File: config.mk
export PLATFORM = sky130hd
export DESIGN_NAME = if_stage
export DESIGN_NICKNAME = d
export VERILOG_FILES = /design/src/rtl/if_stage.sv
export SDC_FILE = /design/constraint.sdc
export NUM_CORES = 1
export LEC_CHECK = 0
export CAP_MARGIN = 15
export CORE_MARGIN = 5
export CORE_UTILIZATION = 50
export CTS_BUF_LIST = sky130_fd_sc_hd__clkbuf_8
export DETAILED_ROUTE_END_ITERATION = 10
export PLACE_DENSITY_LB_ADDON = 0.08
export SETUP_SLACK_MARGIN = 0.02
export SLEW_MARGIN = 20
export SYNTH_ARGS = -nofsm -noshare
export SYNTH_HDL_FRONTEND = slang
export SYNTH_SLANG_ARGS = --single-unit
export TNS_END_PERCENT = 50
File: constraint.sdc
create_clock -name clk -period 3.2 [get_ports clk]
set_input_delay 0.64 -clock clk [delete_from_list [all_inputs] [get_ports clk]]
set_output_delay 0.64 -clock clk [all_outputs]
set_load 0.1 [all_outputs]
File: src/rtl/if_stage.sv
// Instruction-fetch stage: owns the fetch PC, drives the synchronous IROM address
// and offers {pc4, pc} to ID, redirecting on EX branches and CLINT trap entry/return.
module if_stage #(
  parameter logic [31:0] RESET_PC           = 32'h0000_0000,
  parameter int          IF_TO_ID_BUS_WIDTH = 64
) (
  input  logic                          clk,
  input  logic                          rst_n,
  input  logic                          br_taken,
  input  logic [31:0]                   br_target,
  input  logic                          int_assert,
  input  logic [31:0]                   int_addr,
  input  logic                          hold_flag_if,
  input  logic                          id_allow_in,
  output logic [31:0]                   irom_addr,
  output logic [IF_TO_ID_BUS_WIDTH-1:0] if_to_id_bus,
  output logic                          if_to_id_valid
);

  localparam logic [1:0] BOOT = 2'b00;
  localparam logic [1:0] RUN  = 2'b01;

  logic [1:0]  state_r;
  logic [31:0] fetch_pc_r;
  logic [31:0] issued_pc_r;
  logic        if_ready_go_s;
  logic        xfer_s;
  logic        redirect_s;
  logic [31:0] redirect_pc_s;
  logic        unused_low_bits_s;

  assign if_ready_go_s  = !hold_flag_if;
  assign if_to_id_valid = (state_r == RUN) && if_ready_go_s;
  assign xfer_s         = if_to_id_valid && id_allow_in;
  assign if_to_id_bus   = {fetch_pc_r + 32'd4, fetch_pc_r};

  // Redirects are ignored in BOOT; the CLINT address outranks the branch target.
  assign redirect_s        = (state_r == RUN) && (int_assert || br_taken);
  assign unused_low_bits_s = ^{int_addr[1:0], br_target[1:0]};

  // Select the redirect target, word-aligned.
  always_comb begin
    redirect_pc_s = {br_target[31:2], 2'b00};
    if (int_assert) begin
      redirect_pc_s = {int_addr[31:2], 2'b00};
    end else begin
      redirect_pc_s = {br_target[31:2], 2'b00};
    end
  end

  // IROM address: re-present issued_pc while ID stalls so the ROM output stays put.
  always_comb begin
    irom_addr = issued_pc_r;
    if (redirect_s) begin
      irom_addr = redirect_pc_s;
    end else if (xfer_s) begin
      irom_addr = fetch_pc_r;
    end else begin
      irom_addr = issued_pc_r;
    end
  end

  // Fetch FSM and PC registers.
  always_ff @(posedge clk or negedge rst_n) begin
    if (!rst_n) begin
      state_r     <= BOOT;
      fetch_pc_r  <= RESET_PC;
      issued_pc_r <= RESET_PC;
    end else begin
      case (state_r)
        BOOT: begin
          state_r <= RUN;
        end
        RUN: begin
          state_r <= RUN;
          if (redirect_s) begin
            fetch_pc_r <= redirect_pc_s;
          end else if (xfer_s) begin
            fetch_pc_r  <= fetch_pc_r + 32'd4;
            issued_pc_r <= fetch_pc_r;
          end else begin
            fetch_pc_r <= fetch_pc_r;
          end
        end
        default: begin
          state_r <= BOOT;
        end
      endcase
    end
  end

endmodule

# Yosys cells after proc, flatten, opt, wreduce, memory -nomap -nowiden
# Cells that the tools add are included.
[classes] add_sub_neg=1 n_eq_ne=1 n_mux=6 bitwise_logic=1 reduce_logical=10
[op_table] op="two-way mux 32 bit" count=5
[op_table] op="adder 32 x 3 -> 32 bit (second input constant)" count=1
[op_table] op="AND reduction 2 bit" count=2
[op_table] op="logical AND 1 bit" count=3
[op_table] op="equality test 2 x 1 -> 1 bit (second input constant)" count=1
[op_table] op="zero test 2 bit" count=1
[op_table] op="nonzero test 2 bit" count=1
[op_table] op="OR reduction 2 bit" count=1
[op_table] op="zero test 1 bit" count=1
[op_table] op="logical OR 1 bit" count=1
[op_table] op="two-way mux 1 bit" count=1
[op_table] op="inverter 1 bit" count=1
[word_totals] register_bits=66 word_cells=22

# Depth between registers and ports, before layout
# Gate-level depths: netlist of the first run.
[depth] ltp_word=5 ltp_mapped=7

# Worst setup path before layout of the first run
# Ideal clock, no wire load.
[synth_timing] path_type="register to output" from="reg fetch_pc_r[3]" to="out if_to_id_bus[52]" t_arrival_ns=3.796 required_ns=2.560 setup_slack_ns=-1.236 stages_incl_launch_ff=6 path_cell_list="dfrtp_1 -> ha_1 -> nand4_1 -> nor4_2 -> nand2_1 -> xnor2_1"
[synth_between] elab_chain_len=1
[synth_rtl] element="start, declared" line_no="24" rtl="logic [31:0] fetch_pc_r;"
[synth_rtl] element="start signal, assigned" line_no="77" rtl="fetch_pc_r <= redirect_pc_s;"
[synth_rtl] element="start signal, assigned" line_no="79" rtl="fetch_pc_r <= fetch_pc_r + 32'd4;"
[synth_rtl] element="start signal, assigned" line_no="82" rtl="fetch_pc_r <= fetch_pc_r;"
[synth_rtl] element="adder 32 x 3 -> 32 bit" line_no="35" rtl="assign if_to_id_bus = {fetch_pc_r + 32'd4, fetch_pc_r};"
[synth_rtl] element="end, declared" line_no="16" rtl="output logic [IF_TO_ID_BUS_WIDTH-1:0] if_to_id_bus,"
# Every way passes these cells.

# Worst setup path after layout of the first run
[layout_timing] from="reg fetch_pc_r[10]" to="out if_to_id_bus[55]"
# Same word-level chain as after synthesis.

==> results of run 1 <==
[registers in the layout, indices dropped and copies added, names as in the netlist]
| register | count |
|---|---|
| issued_pc_r | 32 |
| fetch_pc_r | 30 |
| state_r | 1 |
[cells by family after synthesis]
family                     share of synthesized area
and+or+nand+nor                               0.2664
other                                       0.001652
adders and majority gates                   0.002752
buffers and inverters                        0.08368
muxes                                        0.06634
DFF                                           0.3468
AOI/OAI and AO/OA                             0.1552
xor gates and xnor gates                     0.07707
[layer usage]
layer	share of wire	vias to the layer above
met5	0	-
met4	0.034	0
met3	0.091	57
met2	0.49	280
met1	0.38	2354
li1	-	2160
[metrics by stage]
step / setup slack [ns] / setup TNS, ns / total power, W / std cells / cell area, um2
CTS: 0.01263 / 0 / 0.005088 / 776 / 7437
floorplan: -0.5773 / -14.33 / 0.003244 / 524 / 5095
finish: 0.08013 / 0 / 0.005100 / 778 / 7486
global placement: 0.2359 / 0 / 0.004053 / 760 / 7158
detailed placement: 0.2234 / 0 / 0.004111 / 760 / 7158
global route: 0.006178 / 0 / 0.005260 / 778 / 7486
[worst max-delay path, stage by stage (launching register included)]
cell and delay (ns):
sky130_fd_sc_hd__dfrtp_2 0.51, sky130_fd_sc_hd__nand4_1 0.33, sky130_fd_sc_hd__or4_4 0.58, sky130_fd_sc_hd__nor4_4 0.33
sky130_fd_sc_hd__xor2_4 0.20, sky130_fd_sc_hd__buf_12 0.19
[cell usage after synthesis, types with 11 or more instances]
cell type | instances | share of area
sky130_fd_sc_hd__nor3_1 | 19 | 0.021
sky130_fd_sc_hd__a21oi_1 | 16 | 0.018
sky130_fd_sc_hd__nor2b_1 | 29 | 0.040
sky130_fd_sc_hd__dfrtp_1 | 63 | 0.35
sky130_fd_sc_hd__mux2_2 | 25 | 0.062
sky130_fd_sc_hd__nor2_1 | 11 | 0.0091
sky130_fd_sc_hd__clkbuf_1 | 22 | 0.018
sky130_fd_sc_hd__xnor2_1 | 28 | 0.054
sky130_fd_sc_hd__nand2_1 | 86 | 0.071
sky130_fd_sc_hd__a211oi_1 | 41 | 0.068
sky130_fd_sc_hd__a31oi_1 | 32 | 0.044
sky130_fd_sc_hd__nor4_1 | 17 | 0.023
sky130_fd_sc_hd__xor2_1 | 12 | 0.023
sky130_fd_sc_hd__nand4_1 | 14 | 0.019
[repair_timing]
item | 4_1_cts | 5_1_grt
setup buffers | 0 | 2
setup endpoints to repair | 1 | 11
gates cloned | 0 | 0
pin swaps | 0 | 3
resized for setup | 0 | 6
[placed cells by master, fill, tap and decap left out, drive strengths merged, types with 2 or more instances in the layout]
cell type	count
a211oi	41
a21o	2
a21oi	16
a31oi	32
and2	4
and3	4
and4	9
buf	122
bufinv	4
clkbuf	11
clkdlybuf4s50	63
conb	5
dfrtp	63
inv	4
mux2	25
mux2i	2
nand2	87
nand2b	2
nand3	9
nand3b	2
nand4	15
nand4b	3
nor2	11
nor2b	29
nor3	19
nor4	18
o21ai	5
o31ai	2
or2	2
or3	2
or4	4
xnor2	28
xor2	12
[layout make-up]
cell class	count	area, um2	share of cell area
sequential	63	1633	0.2181
clock inverter	5	127.6	0.01705
tap	108	135.1	0.01805
inverter	4	15.01	0.002006
multi-input combinational	402	3132	0.4184
timing repair buffer	185	2292	0.3062
clock buffer	11	151.4	0.02022
[worst max-delay path by stage]
stage | end | slack [ns] | cells past startpoint
finish | if_to_id_bus[55] | 0.08 | 5
global route | if_to_id_bus[55] | 0.006 | 5
CTS | if_to_id_bus[62] | 0.01 | 5
detailed placement | irom_addr[3] | 0.22 | 7
global placement | irom_addr[3] | 0.24 | 7
floorplan | irom_addr[2] | -0.58 | 5
[power by group through the flow]
| stage | clock network (W) | logic, W | registers, W |
|---|---|---|---|
| 6_report | 0.000970 | 0.00291 | 0.00122 |
| 5_1_grt | 0.00101 | 0.00300 | 0.00125 |
| 4_1_cts | 0.000972 | 0.00290 | 0.00121 |
| 3_5_place_dp | 0 | 0.00289 | 0.00122 |
| 3_3_place_gp | 0 | 0.00285 | 0.00120 |
| 2_1_floorplan | 0 | 0.00177 | 0.00147 |
==> metrics, run 1 <==
run status finished clean; Reg2Reg Launch Point fetch_pc_r[10]; worst slew pin tran 0.7974 ns; layer with the highest usage after global routing met2; share of synthesized area occupied by flip-flops and latches 0.3468; clock transition at the register clock pins on the worst setup and hold paths after CTS 0.08 ns; relative contribution of sequential cells to total power 0.239; path type of the worst min-delay path in2async; TritonCTS Buffers 9; Max-Slew Margin vs Limit 0.4635; clock group share of total power 0.190; critical path data required time 2.56 ns; H-tree levels 3; flop2flop setup slack 1.09 ns; antenna violations before repair 0; power density relative to cell area 681.2 mW/mm2; share of the cycle needed by the critical path after routing 0.9750; origin of the worst setup path fetch_pc_r[10]; power share of the combinational group 0.571; maximum number of pins on one net before global-route repair 49; internal power 0.002550 W; nature of the critical path endpoint primary output; standard cell core area 0.008806 mm2; Final Hold Fails 0; most frequently used flop master after synthesis sky130_fd_sc_hd__dfrtp_1; Fin Clk Skew 0.009914 ns; violation count after the first detailed-route iteration 432; worst vdd ir 0.0005153 V; Filler cells 482; via count of the first global-routing pass 4900; global placement routability congestion 0.8276; DRC Markers 0; I/O pins 167; number of pins with negative max-slew slack in the final report 0; Fmax achieved 320.5 MHz; total global-route track usage 0.2799; CTS tree built; number of port buffers 158; FF-to-FF path depth 4; vias per cell 6.235; number of antenna-violating nets in the routed design 0; Critical R2R Capture fetch_pc_r[29]; met1 track demand over resource in global routing 0.3511; die width 105.3 um; switching component of the power 0.002550 W; crit path time final 3.120 ns; data arrival time at the worst-slack endpoint 2.48 ns; max capacitance violation total 0; Total Die Area 0.01110 mm2; number of synthesized register bits 63; drt pass-1 iters 6; layout net count 736; clock network latency to the later pin of the worst-skew pair 0.35 ns; setup violators final 0; global-route track usage on met2 0.4649; Hold-fix buffers, CTS 0; GR Util met3 0.07396; wire length of the first global-routing pass 25.19 mm; proportion of synthesized flip-flops having asynchronous set or reset 1.000; WL final 16.05 mm; yosys synthesis warning count 0; dpl hpwl 11.06 mm; clk buf depth 2; total standard cell area after synthesis 0.004546 mm2; total overflow reported by the global router 0; layout cell share with drive strength beyond 1 0.3627; Antenna Cells 0; routed len/inst 20.63 um; standard-cell row count 34; Initial Utilization 0.5162; area growth from synthesis to layout 64.68%; leakage dissipation 2.960 nW; buffer cell driving the clock tree root sky130_fd_sc_hd__clkbuf_8; Critical Path Source Type register; via count 4851; total clock sinks 63; post-layout util 0.8501; Avg Inst Size Synth 8.725 um2; category of the most critical setup path reg2out; count of different cell masters after synthesis 54; Post-synth EDFFs 0; Crit Path Max Fanout 10; Mapped Cells 521; unrepaired setup endpoints after global routing yes; chip height 105.3 um; Worst Hold Margin 0.2672 ns; switch share 0.5000
Note: power is estimated with default switching activity, not from simulation.
==> run 2, diff against run 1 <==
--- a/config.mk
+++ b/config.mk
@@ -5,9 +5,10 @@
 export SDC_FILE = /design/constraint.sdc
 export NUM_CORES = 1
 export LEC_CHECK = 0
+export ABC_AREA = 0
 export CAP_MARGIN = 15
 export CORE_MARGIN = 5
-export CORE_UTILIZATION = 50
+export CORE_UTILIZATION = 42
 export CTS_BUF_LIST = sky130_fd_sc_hd__clkbuf_8
 export DETAILED_ROUTE_END_ITERATION = 10
 export PLACE_DENSITY_LB_ADDON = 0.08
==> constraint.sdc (replaced) <==
create_clock -name clk -period 2.5 [get_ports clk]
set_input_delay 0.5 -clock clk [delete_from_list [all_inputs] [get_ports clk]]
set_output_delay 0.5 -clock clk [all_outputs]
set_load 0.1 [all_outputs]
==> run 2 against run 1 <==
Effect of this change:
- the flow now finishes with violations (negative setup slack)
- die area increased by 17%
- cell area grew 22%
- first-iteration DRC count grew 2.1%
- worst setup slack got worse by 0.39 ns
==> metrics, run 2 (synthesis results as in run 1) <==
run status finished, violations left; failing checks negative setup slack; leading registers by flop count issued_pc_r x32, fetch_pc_r x30, state_r x1; leading cell type in the layout, fill and taps excluded sky130_fd_sc_hd__buf_4; nature of the critical path endpoint primary output; Total Die Area 0.01300 mm2; total clock sinks 63; Fmax achieved 355.6 MHz; commonest non-fill, non-tap cells in the layout sky130_fd_sc_hd__buf_4, sky130_fd_sc_hd__nand2_1, sky130_fd_sc_hd__buf_12; Cell Count, Final, Fillers Out 925; antenna violations before repair 0; dpl hpwl 12.95 mm; max capacitance violation total 0; die width 114.0 um; number of port buffers 158; maximum number of pins on one net before global-route repair 61; Final Hold Fails 0; Fin Clk Skew 0.01594 ns; leakage dissipation 3.828 nW; I/O pins 167; Antenna Cells 0; worst path setup slack after routing -0.3118 ns; Reg2Reg Launch Point fetch_pc_r[10]; crit path time final 2.812 ns; layout net count 851; Initial Utilization 0.4230; clk buf depth 2; standard-cell row count 38; global placement routability congestion 0.8649; CTS tree built; H-tree levels 3; via count of the first global-routing pass 5478; clock network latency to the later pin of the worst-skew pair 0.36 ns; layout cell share with drive strength beyond 1 0.5389; area growth from synthesis to layout 101.7%; vias per cell 5.866; Critical Path Source Type register; DRC Markers 0; setup violators final 20; total instance count after detailed placement 868; worst vdd ir 0.0007129 V; WL final 20.23 mm; number of antenna-violating nets in the routed design 0; total global-route track usage 0.2824; path type of the worst min-delay path in2async; violation count after the first detailed-route iteration 441; share of the cycle needed by the critical path after routing 1.125; worst slew pin tran 0.6983 ns; routed len/inst 21.87 um; flop2flop setup slack 0.34 ns; critical path data required time 2.00 ns; clock transition at the register clock pins on the worst setup and hold paths after CTS 0.08 ns; power density relative to cell area 746.5 mW/mm2; register with the most flip-flops issued_pc_r; max FFs per register 32; Filler cells 531; Max-Slew Margin vs Limit 0.5317; unrepaired setup endpoints after global routing yes; via count 5426; TritonCTS Buffers 9; data arrival time at the worst-slack endpoint 2.31 ns; category of the most critical setup path reg2out; origin of the worst setup path fetch_pc_r[10]; final cell area excluding filler cells 0.009166 mm2; chip height 114.0 um; total overflow reported by the global router 0; wire length of the first global-routing pass 28.95 mm; Crit Path Max Fanout 6; number of pins with negative max-slew slack in the final report 0; area of placed instances 0.008255 mm2; standard cell core area 0.01075 mm2; drt pass-1 iters 5; buffer cell driving the clock tree root sky130_fd_sc_hd__clkbuf_8
==> run 2: layout make-up <==
cell class                 count  area [um2]  area share
timing repair buffer         300        3328      0.3631
inverter                       4       15.01    0.001638
sequential                    63        1659      0.1810
clock inverter                 6       52.55    0.005733
clock buffer                  10       137.6     0.01502
tap                          140       175.2     0.01911
multi-input combinational    402        3799      0.4144
==> run 2: stage by stage <==
stage / hold slack [ns] / setup TNS (ns) / worst slack [ns] / total power (W) / util
after floorplan: 0.2044 / -15.40 / -0.5516 / 0.004324 / -
after global placement: 0.4588 / -1.748 / -0.1034 / 0.005575 / 0.7683
after detailed placement: 0.4691 / -2.583 / -0.1476 / 0.005655 / 0.7683
after CTS: 0.1571 / -2.130 / -0.2279 / 0.006665 / 0.8195
after global routing: 0.1846 / -5.322 / -0.3613 / 0.007039 / 0.8531
final: 0.1432 / -4.392 / -0.3118 / 0.006842 / 0.8531
==> run 2: repair_timing <==
| item | 4_1_cts | 5_1_grt |
|---|---|---|
| hold buffers | 0 | 0 |
| setup buffers | 19 | 21 |
| resized for setup | 43 | 35 |
| setup endpoints to repair | 50 | 53 |
| pin swaps | 17 | 20 |
| gates cloned | 1 | 1 |
==> run 2: worst paths after layout <==
| kind | to | cells after the start |
|---|---|---|
| worst max-delay path | if_to_id_bus[62] | 7 |
| worst min-delay path | issued_pc_r[12] | 1 |
| worst max register to register | fetch_pc_r[19] | 6 |
| worst min register to register | issued_pc_r[0] | 1 |
| max in group asynchronous | fetch_pc_r[16] | 2 |
| min in group clk | issued_pc_r[0] | 1 |
==> run 2: worst max-delay path, stage by stage, from the launching register on <==
cell and delay [ns]:
sky130_fd_sc_hd__dfrtp_4 0.46, sky130_fd_sc_hd__nand4_1 0.19, sky130_fd_sc_hd__buf_6 0.20, sky130_fd_sc_hd__nor4_4 0.33
sky130_fd_sc_hd__buf_6 0.20, sky130_fd_sc_hd__nand2_2 0.11, sky130_fd_sc_hd__xnor2_4 0.25, sky130_fd_sc_hd__buf_12 0.21
==> run 2: layer usage <==
metal / vias up / part of all wire / GRT usage
li1: 2401 / - / -
met1: 2652 / 0.39 / 0.3575
met2: 303 / 0.50 / 0.4723
met3: 70 / 0.078 / 0.06419
met4: 0 / 0.032 / 0.1037
met5: - / 0 / 0
==> run 2: power breakdown <==
part           internal (W)  switching [W]
Clock              0.000476       0.000445
Sequential          0.00126       0.000231
Combinational       0.00158        0.00286
Total               0.00331        0.00353
==> run 3, diff against run 2 <==
--- a/config.mk
+++ b/config.mk
@@ -12,7 +12,7 @@
 export CTS_BUF_LIST = sky130_fd_sc_hd__clkbuf_8
 export DETAILED_ROUTE_END_ITERATION = 10
 export PLACE_DENSITY_LB_ADDON = 0.08
-export SETUP_SLACK_MARGIN = 0.02
+export SETUP_SLACK_MARGIN = 0.4
 export SLEW_MARGIN = 20
 export SYNTH_ARGS = -nofsm -noshare
 export SYNTH_HDL_FRONTEND = slang
==> run 3 against run 2 <==
Effect of this change:
- the flow now stops in 5_1_grt
- synthesized area is the same
- synthesized cell count unchanged
==> metrics, run 3 <==
run status did not finish; Stopped at 5_1_grt; error that halted the flow [ERROR DPL-0038] Utilization greater than 100%, impossible to legalize; count leader, synth sky130_fd_sc_hd__nand2_1; total clock sinks 63; TritonCTS Buffers 9; global placement routability congestion 0.8389; proportion of synthesized flip-flops having asynchronous set or reset 1.000; buffer cell driving the clock tree root sky130_fd_sc_hd__clkbuf_8; clk buf depth 2; yosys synthesis warning count 0; cell types with the highest counts after synthesis sky130_fd_sc_hd__nand2_1, sky130_fd_sc_hd__dfrtp_1, sky130_fd_sc_hd__a211oi_1; Avg Inst Size Synth 8.725 um2; last worst endpoint in the global-route repair_timing if_to_id_bus[57]; chip height 114.0 um; worst endpoint pin kind output port; standard-cell row count 38; Post-synth EDFFs 0; dpl hpwl 13.19 mm; die width 114.0 um; Yosys top cell by area sky130_fd_sc_hd__dfrtp_1; area of placed instances 0.008668 mm2; share of synthesized area occupied by flip-flops and latches 0.3468; most frequently used flop master after synthesis sky130_fd_sc_hd__dfrtp_1; fraction of post-synthesis cell area in the top cell type by area 0.3468; total standard cell area after synthesis 0.004546 mm2; count of different cell masters after synthesis 54; Initial Utilization 0.4230; maximum number of pins on one net before global-route repair 41; H-tree levels 3; I/O pins 167; cell types with the largest area share after synthesis sky130_fd_sc_hd__dfrtp_1, sky130_fd_sc_hd__nand2_1, sky130_fd_sc_hd__a211oi_1; number of port buffers 158; number of synthesized register bits 63; Mapped Cells 521
## run 3: repair_timing
| item | in CTS |
|---|---|
| endpoints found under the setup margin | 58 |
| gates cloned | 4 |
| buffers inserted | 40 |
| resized for setup | 135 |
| pin swaps | 71 |
| hold buffers | 1 |
| hold endpoints to repair | 3 |
## run 3: per-stage QoR
step | instances | TNS, ns | worst slack (ns) | util
3_3_place_gp | 857 | -0.2695 | -0.06173 | 0.8067
4_1_cts | 918 | -3.228 | -0.2126 | 0.9269
3_5_place_dp | 857 | -0.6445 | -0.09759 | 0.8067
2_1_floorplan | 524 | -10.48 | -0.5516 | -
## run 3: cell families after synthesis
family / Yosys count / share of synthesized area
flops: 63 / 0.3468
mux: 27 / 0.06634
other cells: 2 / 0.001652
xor+xnor: 40 / 0.07707
fa+ha+maj: 1 / 0.002752
buf+inv: 59 / 0.08368
compound gates: 105 / 0.1552
simple gates: 224 / 0.2664
==> run 4, diff against run 3 <==
--- a/config.mk
+++ b/config.mk
@@ -8,11 +8,9 @@
 export ABC_AREA = 0
 export CAP_MARGIN = 15
 export CORE_MARGIN = 5
-export CORE_UTILIZATION = 42
-export CTS_BUF_LIST = sky130_fd_sc_hd__clkbuf_8
+export CORE_UTILIZATION = 40
 export DETAILED_ROUTE_END_ITERATION = 10
-export PLACE_DENSITY_LB_ADDON = 0.08
-export SETUP_SLACK_MARGIN = 0.4
+export PLACE_DENSITY_LB_ADDON = 0.15
 export SLEW_MARGIN = 20
 export SYNTH_ARGS = -nofsm -noshare
 export SYNTH_HDL_FRONTEND = slang
==> constraint.sdc (replaced) <==
create_clock -name clk -period 3.2 [get_ports clk]
set_input_delay 0.64 -clock clk [delete_from_list [all_inputs] [get_ports clk]]
set_output_delay 0.64 -clock clk [all_outputs]
set_load 0.1 [all_outputs]
==> run 4 against run 3 <==
Effect of this change:
- the flow now finishes, with violations (negative setup slack)
==> metrics, run 4 (synthesis results as in run 1) <==
share of the cycle needed by the critical path after routing 1.009; layout net count 734; standard cell core area 0.01127 mm2; power after layout 0.004952 W; total instance count after detailed placement 795; failing checks negative setup slack; Critical Path Source Type register; Fmax achieved 309.7 MHz; leakage dissipation 2.954 nW; die width 116.6 um; clk buf depth 2; clock network latency to the later pin of the worst-skew pair 0.32 ns; wire length of the first global-routing pass 24.15 mm; post-layout util 0.6636; power density relative to cell area 662.0 mW/mm2; drt pass-1 iters 4; crit path time final 3.229 ns; post-CTS setup repair buffer count 0; category of the most critical setup path reg2out; maximum number of pins on one net before global-route repair 54; layer with the highest usage after global routing met2; worst vdd ir 0.0004079 V; met1 track demand over resource in global routing 0.2961; nature of the critical path endpoint primary output; number of instances resized during post-cts repair 0; standard-cell row count 39; DRC Markers 0; path type of the worst min-delay path in2async; critical path data required time 2.56 ns; violation count after the first detailed-route iteration 236; run status finished, violations left; vias per cell 5.663; TritonCTS Buffers 9; global-route track usage on met2 0.3646; layout cell share with drive strength beyond 1 0.3443; H-tree levels 3; via count of the first global-routing pass 4730; area growth from synthesis to layout 64.55%; buffer cell driving the clock tree root sky130_fd_sc_hd__clkbuf_16; worst slew pin tran 0.7482 ns; via count 4593; antenna violations before repair 0; post-place setup slack 0.2194 ns; number of antenna-violating nets in the routed design 0; number of port buffers 158; Initial Utilization 0.4033; Total Die Area 0.01360 mm2; total overflow reported by the global router 0; commonest non-fill, non-tap cells in the layout sky130_fd_sc_hd__nand2_1, sky130_fd_sc_hd__clkdlybuf4s50_1, sky130_fd_sc_hd__buf_12; Fin Clk Skew 0.008182 ns; leading registers by flop count issued_pc_r x32, fetch_pc_r x30, state_r x1; chip height 116.6 um; number of pins with negative max-slew slack in the final report 0; Hold-fix buffers, CTS 0; leading cell type in the layout, fill and taps excluded sky130_fd_sc_hd__nand2_1; max capacitance violation total 0; global placement routability congestion 0.8637; I/O pins 167; area of placed instances 0.007211 mm2; worst path setup slack after routing -0.02939 ns; Final Hold Fails 0; final cell area excluding filler cells 0.007480 mm2; max FFs per register 32; register with the most flip-flops issued_pc_r; routed len/inst 18.68 um; dpl hpwl 11.26 mm; unrepaired setup endpoints after global routing yes; total global-route track usage 0.2244; CTS tree built; GR Util met3 0.05233; WL final 15.15 mm; Filler cells 906; setup violators final 1; total clock sinks 63; Max-Slew Margin vs Limit 0.5012; Crit Path Max Fanout 10; Antenna Cells 0; Cell Count, Final, Fillers Out 811; data arrival time at the worst-slack endpoint 2.59 ns; clock transition at the register clock pins on the worst setup and hold paths after CTS 0.05 ns
## run 4: final timing paths
kind,depth (start not counted),slack [ns],startpoint,to
max,5,-0.03,fetch_pc_r[22],if_to_id_bus[60]
min,1,0.38,rst_n,issued_pc_r[6]
max reg2reg,5,1.10,fetch_pc_r[12],fetch_pc_r[29]
min reg2reg,1,0.48,issued_pc_r[31],issued_pc_r[31]
max in group asynchronous,2,2.14,rst_n,fetch_pc_r[22]
min in group clk,1,0.48,issued_pc_r[31],issued_pc_r[31]
## run 4: cell type report
class | count | area [um2] | share of cell area
Clock buffer | 14 | 244.0 | 0.03262
Inverter | 4 | 15.01 | 0.002007
Tap cell | 143 | 178.9 | 0.02392
Sequential cell | 63 | 1629 | 0.2178
Multi-Input combinational cell | 402 | 3113 | 0.4162
Clock inverter | 2 | 10.01 | 0.001338
Timing Repair Buffer | 183 | 2290 | 0.3061
## run 4: report_power, final
group / switching, W / internal (W) / total (W)
clock network: 0.000331 / 0.000522 / 0.000854
logic: 0.00195 / 0.000939 / 0.00289
registers: 0.000232 / 0.000975 / 0.00121
total: 0.00251 / 0.00244 / 0.00495
## run 4: critical path, stage by stage, from the launching register on
cell	delay, ns
sky130_fd_sc_hd__dfrtp_4	0.50
sky130_fd_sc_hd__nand4_1	0.39
sky130_fd_sc_hd__nor4_1	0.68
sky130_fd_sc_hd__nand2_1	0.25
sky130_fd_sc_hd__xnor2_4	0.24
sky130_fd_sc_hd__buf_12	0.19
## run 4: routing by layer
layer | part of all wire | up-vias | routed length, um
li1 | - | 2176 | -
met1 | 0.42 | 2252 | 6404
met2 | 0.49 | 145 | 7375
met3 | 0.073 | 20 | 1103
met4 | 0.017 | 0 | 263
met5 | 0 | - | 0
## run 4: metrics by stage
step,hold slack (ns),TNS [ns]
2_1_floorplan,0.3444,-14.37
3_3_place_gp,0.4583,0
3_5_place_dp,0.4751,0
4_1_cts,0.4093,0
5_1_grt,0.4461,-0.5365
6_report,0.3797,-0.02939
